File: src/rtl/imem_line_fill_responder_if.sv
// Line-fill handshake between the I-cache and its responder, plus the
// responder's read port onto the instruction RAM.
interface imem_line_fill_responder_if #(
  parameter int unsigned LINE_WORDS = 4,
  parameter int unsigned ADDR_W     = 10
);
  logic                      mem_r;
  logic [31:0]               mem_addr;
  logic                      mem_ready;
  logic [32*LINE_WORDS-1:0]  mem_line;
  logic                      ram_en;
  logic [ADDR_W-1:0]         ram_addr;
  logic [31:0]               ram_dout;

  // responder side
  modport slave (
    input  mem_r, mem_addr, ram_dout,
    output mem_ready, mem_line, ram_en, ram_addr
  );

  // cache controller plus backing RAM
  modport master (
    output mem_r, mem_addr, ram_dout,
    input  mem_ready, mem_line, ram_en, ram_addr
  );
endinterface

File: src/rtl/imem_line_fill_responder.sv
// Memory-side I-cache line-fill responder: streams one line out of a
// synchronous RAM, assembles it and hands it back with a one-cycle ready.
module imem_line_fill_responder #(
  parameter int unsigned LINE_WORDS = 4,
  parameter int unsigned RAM_LAT    = 1,
  parameter int unsigned ADDR_W     = 10
) (
  input  logic                         clk,
  input  logic                         rst,
  imem_line_fill_responder_if.slave    bus,
  output logic [15:0]                  fill_count
);

  localparam int unsigned OFF_W = $clog2(LINE_WORDS);
  localparam int unsigned CNT_W = OFF_W + 1;

  localparam logic [2:0] IDLE  = 3'd0;
  localparam logic [2:0] ISSUE = 3'd1;
  localparam logic [2:0] DRAIN = 3'd2;
  localparam logic [2:0] DONE  = 3'd3;
  localparam logic [2:0] HOLD  = 3'd4;

  logic [2:0]                       state;
  logic [ADDR_W-OFF_W-1:0]          line_tag;
  logic [OFF_W-1:0]                 issue_cnt;
  logic [CNT_W-1:0]                 cap_cnt;
  logic [CNT_W-1:0]                 cap_cnt_next;
  logic [RAM_LAT-1:0]               inflight_vld;
  logic [RAM_LAT-1:0][OFF_W-1:0]    inflight_idx;
  logic [LINE_WORDS-1:0][31:0]      line_q;
  logic                             cap_fire;
  logic                             unused_addr_bits;

  assign cap_fire     = inflight_vld[RAM_LAT-1];
  assign cap_cnt_next = cap_cnt + CNT_W'(cap_fire);

  // Line base keeps only the tag; the offset comes straight from issue_cnt,
  // so the read address wraps inside the line by construction.
  assign bus.ram_en    = (state == ISSUE);
  assign bus.ram_addr  = {line_tag, issue_cnt};
  assign bus.mem_ready = (state == DONE) && bus.mem_r;
  assign bus.mem_line  = line_q;

  assign unused_addr_bits = ^{bus.mem_addr[31:ADDR_W+2], bus.mem_addr[OFF_W+1:0]};

  always_ff @(posedge clk) begin
    if (rst) begin
      state        <= IDLE;
      line_tag     <= '0;
      issue_cnt    <= '0;
      cap_cnt      <= '0;
      inflight_vld <= '0;
      inflight_idx <= '0;
      line_q       <= '0;
      fill_count   <= '0;
    end else begin
      for (int unsigned i = RAM_LAT - 1; i > 0; i--) begin
        inflight_vld[i] <= inflight_vld[i-1];
        inflight_idx[i] <= inflight_idx[i-1];
      end
      inflight_vld[0] <= bus.ram_en;
      inflight_idx[0] <= issue_cnt;

      if (cap_fire) begin
        line_q[inflight_idx[RAM_LAT-1]] <= bus.ram_dout;
        cap_cnt <= cap_cnt_next;
      end

      case (state)
        IDLE: begin
          if (bus.mem_r) begin
            line_tag  <= bus.mem_addr[ADDR_W+1:OFF_W+2];
            issue_cnt <= '0;
            cap_cnt   <= '0;
            state     <= ISSUE;
          end
        end
        ISSUE: begin
          issue_cnt <= issue_cnt + 1'b1;
          if (issue_cnt == '1)
            state <= DRAIN;
        end
        DRAIN: begin
          // Look at the post-capture count so DONE follows the last capture directly.
          if (cap_cnt_next == CNT_W'(LINE_WORDS))
            state <= DONE;
        end
        DONE: begin
          if (bus.mem_r && (fill_count != '1))
            fill_count <= fill_count + 16'd1;
          state <= HOLD;
        end
        HOLD: begin
          state <= IDLE;
        end
        default: begin
          state <= IDLE;
        end
      endcase
    end
  end

endmodule

File: src/flat_wrapper.sv
// flat-port wrapper written by rule: the top's interface ports become plain ports
module imem_line_fill_responder_flat 
#(
  parameter int unsigned LINE_WORDS = 4,
  parameter int unsigned RAM_LAT    = 1,
  parameter int unsigned ADDR_W     = 10
)
  (clk, rst, fill_count, bus_mem_r, bus_mem_addr, bus_ram_dout, bus_mem_ready, bus_mem_line, bus_ram_en, bus_ram_addr);
  imem_line_fill_responder_if #(.LINE_WORDS(LINE_WORDS), .ADDR_W(ADDR_W)) bus_i ();
  input  logic clk;
  input  logic rst;
  output logic [15:0] fill_count;
  input wire logic [$bits(bus_i.mem_r)-1:0] bus_mem_r;
  input wire logic [$bits(bus_i.mem_addr)-1:0] bus_mem_addr;
  input wire logic [$bits(bus_i.ram_dout)-1:0] bus_ram_dout;
  output wire logic [$bits(bus_i.mem_ready)-1:0] bus_mem_ready;
  output wire logic [$bits(bus_i.mem_line)-1:0] bus_mem_line;
  output wire logic [$bits(bus_i.ram_en)-1:0] bus_ram_en;
  output wire logic [$bits(bus_i.ram_addr)-1:0] bus_ram_addr;
  assign bus_i.mem_r = bus_mem_r;
  assign bus_i.mem_addr = bus_mem_addr;
  assign bus_i.ram_dout = bus_ram_dout;
  assign bus_mem_ready = bus_i.mem_ready;
  assign bus_mem_line = bus_i.mem_line;
  assign bus_ram_en = bus_i.ram_en;
  assign bus_ram_addr = bus_i.ram_addr;
  imem_line_fill_responder #(.LINE_WORDS(LINE_WORDS), .RAM_LAT(RAM_LAT), .ADDR_W(ADDR_W)) u_core (.clk(clk), .rst(rst), .bus(bus_i), .fill_count(fill_count));
endmodule
File: config.mk
export PLATFORM = sky130hd
export DESIGN_NAME = imem_line_fill_responder_flat
export DESIGN_NICKNAME = d
export VERILOG_FILES = /design/src/rtl/imem_line_fill_responder_if.sv /design/src/rtl/imem_line_fill_responder.sv /design/src/flat_wrapper.sv
export SDC_FILE = /design/constraint.sdc
export NUM_CORES = 1
export LEC_CHECK = 0
export ABC_CLOCK_PERIOD_IN_PS = 1800
export BUFFER_PORTS_ARGS = -buffer_cell sky130_fd_sc_hd__buf_2
export CORE_ASPECT_RATIO = 1.5
export CORE_UTILIZATION = 49
export CTS_CLUSTER_DIAMETER = 120
export DETAILED_ROUTE_END_ITERATION = 7
export PLACE_DENSITY_LB_ADDON = 0.25
export SYNTH_ARGS = -nofsm -noshare
export SYNTH_HDL_FRONTEND = slang
export SYNTH_SLANG_ARGS = --single-unit
File: constraint.sdc
create_clock -name clk -period 1.8 [get_ports clk]
set_input_delay 0.09 -clock clk [delete_from_list [all_inputs] [get_ports clk]]
set_output_delay 0.09 -clock clk [all_outputs]
set_load 0.05 [all_outputs]
==> qor.csv <==
stage,metric,value,unit
cts,cts-buffers-inserted,17,
synthesis,ys_types,48,
min_path,hold_path_end,u_core.line_tag[7],
synthesis,avgSynthCellArea,8.07,um2
grt,first_global_vias,5417,
cts,htree_num_levels,4,
min_path,hold_path_depth,4,
critical_path,crit_path_end_kind,flop,
min_path,hold_class,input port to flop,
critical_path,start_kind,flop,
critical_path,slowest_delay,0.49,ns
cts,cts-root-buf,clkbuf_16,
cts,clockBufferDepth,2,
cts,cts_sinks,163,
cells_and_area,layout_common_cells,"nand2_1, buf_2, a21oi_1, dfxtp_1, dlygate4sd3_1",
grt,grt_pass1_wl,26300,um
sta,setup_slack,0.0637,ns
critical_path,crit_family,simple AND/OR/NAND/NOR gates,
cells_and_area,final_common_cell,nand2_1,
placement,portBuffers,198,
cts,worst_skew_pair.late_latency,0.41,ns
grt,overflow,0,
synthesis,synth_edf_count,0,
synthesis,yosysSeqAreaShare,54.3,%
critical_path,crit_chain,ha_1 -> nand3_2 -> nor4_4 -> buf_4 -> buf_4 -> or4_1 -> a21oi_1,
sta,grt_setup_unrepaired,yes,
critical_path,reg2reg_depth,7,
synthesis,syn_area,0.00601,mm2
sta,slew_headroom,52.9,%
cells_and_area,nNetsFinal,1051,
placement,place_inst,1071,
sta,finalHoldViolCount,0,
synthesis,syn_inst,744,
critical_path,crit_type,flop to flop,
pwr,powerDensity,969,mW/mm2
cts,clkSlewWorstSetupHoldPaths,0.06,ns
critical_path,reg2reg_to,u_core.fill_count[9],
sta,slew_viol_final,0,
synthesis,synth-async-reset-ratio,0,%
cells_and_area,layout.cells.non_filler,1146,
min_path,hp-start,bus_mem_r,
critical_path,crit_arrival,2.07,ns
cells_and_area,area_delta_synth_final,38.0,%
grt,track_usage,26.3,%
floorplanning,initial_core_util,50.2,%
floorplanning,row_count,49,
placement,routabilityCongestion,0.786,
pwr,ir_drop,0.000629,V
synthesis,synth_nets,815,
job,cap_violations,0,
pwr,leakage,3.57,nW
cells_and_area,num_antenna_cells,0,
pwr,p_total,8.03,mW
placement,dpl.hpwl,11400,um
critical_path,cp_common_cell,buf_4,
route,wl_per_cell,14.7,um
sta,finalCriticalPeriod,1.74,ns
cts,cts_tree,built,
cells_and_area,fillCellCount,1032,
cells_and_area,drive_gt1_share,29.2,%
route,drt-pass1-iter-count,4,
floorplanning,ios,223,
critical_path,crit_slowest_cell,or4_1,
route,drtIter0Drc,176,
critical_path,cp.buffers_inverters,2,
sta,finalCritPeriodShare,96.5,%
floorplanning,core-area,0.0120,mm2
sta,finalSetupViolCount,0,
sta,worst_hold_slack,0.150,ns
floorplanning,die_w,92.4,um
route,finalWirelength,16800,um
status,status,"complete, no violations",
route,drc,0,
synthesis,ys_warn_count,0,
route,via_per_inst,5.13,
critical_path,rrSetupSlack,0.06,ns
critical_path,worstPathRequired,2.13,ns
route,ant_nets,0,
grt,antenna_found_initial,0,
critical_path,crit_fanout,6,
sta,worst_pin_slew,0.706,ns
critical_path,regToRegStartpoint,u_core.fill_count[0],
floorplanning,die-area,0.0127,mm2
placement,pre_cts_ws,0.0419,ns
synthesis,ys_seq_elements,163,
floorplanning,die_h,138,um
sta,max_freq,576,MHz
grt,grt_max_degree,55,
synthesis,synth_top_flop_cell,dfxtp_1,
sta,final.setup_skew,0.00692,ns
route,vias,5881,
-- sequential cells by signal, indices dropped and copies added (netlist names) --
register and count:
u_core.bus.mem_line 128, u_core.state 3, u_core.line_tag 8, u_core.issue_cnt 2
u_core.inflight_idx 2, u_core.fill_count 16, u_core.cap_fire 1, u_core.cap_cnt 3
-- worst reg2reg max path: stages (launching register included) --
cell     delay [ns]
dfxtp_2        0.34
ha_1           0.23
nand3_2        0.12
nor4_4         0.06
buf_4          0.15
buf_4          0.13
or4_1          0.49
a21oi_1        0.14
-- through the flow --
| step | area (um2) | utilization, % | TNS, ns |
|---|---|---|---|
| after global placement | 7250 | 60.6 | 0 |
| final | 8290 | 69.3 | 0 |
| after floorplan | 6030 | - | 0 |
| after global routing | 8290 | 69.3 | -0.0180 |
| after CTS | 8260 | 69.1 | 0 |
| after detailed placement | 7250 | 60.6 | 0 |
-- repair_timing --
action,4_1_cts,5_1_grt
hold endpoints to repair,136,0
endpoints found under the setup margin,0,7
buffers inserted,0,3
hold buffers,40,0
resized for setup,0,1
-- synthesized netlist by cell type, types with 3 or more instances --
cell type | instances | area [um2]
nor2b_1 | 6 | 37.5
or3_1 | 6 | 37.5
buf_4 | 3 | 22.5
clkbuf_1 | 44 | 165
mux2i_1 | 3 | 30.0
o31ai_1 | 8 | 60.1
nor3_1 | 7 | 35.0
nor2_1 | 9 | 33.8
ha_1 | 4 | 50.1
a21oi_1 | 149 | 746
nand2_1 | 282 | 1060
or4_1 | 6 | 45.0
o21ai_1 | 3 | 15.0
dfxtp_1 | 163 | 3260
nand3_1 | 6 | 30.0
-- worst max-delay path by stage --
| stage | startpoint | to | slack, ns | depth (start not counted) |
|---|---|---|---|---|
| 2_1_floorplan | u_core.fill_count[0] | u_core.fill_count[15] | 0.02 | 5 |
| 3_3_place_gp | u_core.fill_count[0] | u_core.fill_count[1] | 0.10 | 6 |
| 3_5_place_dp | u_core.fill_count[0] | u_core.fill_count[1] | 0.04 | 6 |
| 4_1_cts | u_core.fill_count[0] | u_core.fill_count[1] | 0.03 | 6 |
| 5_1_grt | u_core.fill_count[0] | u_core.fill_count[13] | -0.007 | 7 |
| 6_report | u_core.fill_count[0] | u_core.fill_count[9] | 0.06 | 7 |
-- per-layer routing --
metal	routed length, um	GRT usage [%]
met5	0	0
met4	443	10.9
met3	889	6.51
met2	8760	47.7
met1	6750	29.2
-- power by group --
part	leakage [nW]	switching, mW	total, mW	internal [mW]
clock	0.296	1.42	3.68	2.26
sequential	1.32	0.0339	3.70	3.67
combinational	1.94	0.439	0.645	0.206
total	3.57	1.89	8.03	6.13
-- area by class of cell --
class	instances	area, um2	area share [%]
multi-input cells	526	2540	30.6
flip-flops and latches	163	3280	39.6
well taps	153	191	2.31
clock inverters	12	155	1.87
inverters	3	16.3	0.196
repair buffers	269	1650	19.9
clock buffers	20	457	5.51
-- cells by family (layout without fill, tap and decap cells) --
logic type,Yosys count,after routing,synth area share [%]
multiplexers,4,4,0.687
AO/OA/AOI/OAI,168,168,14.6
adder cells (fa/ha/maj),4,4,0.833
buffers and inverters,55,304,3.87
flip-flops,163,163,54.3
AND/OR/NAND/NOR,348,348,25.4
XOR/XNOR,2,2,0.292
Note: power is estimated with default switching activity, not from simulation.
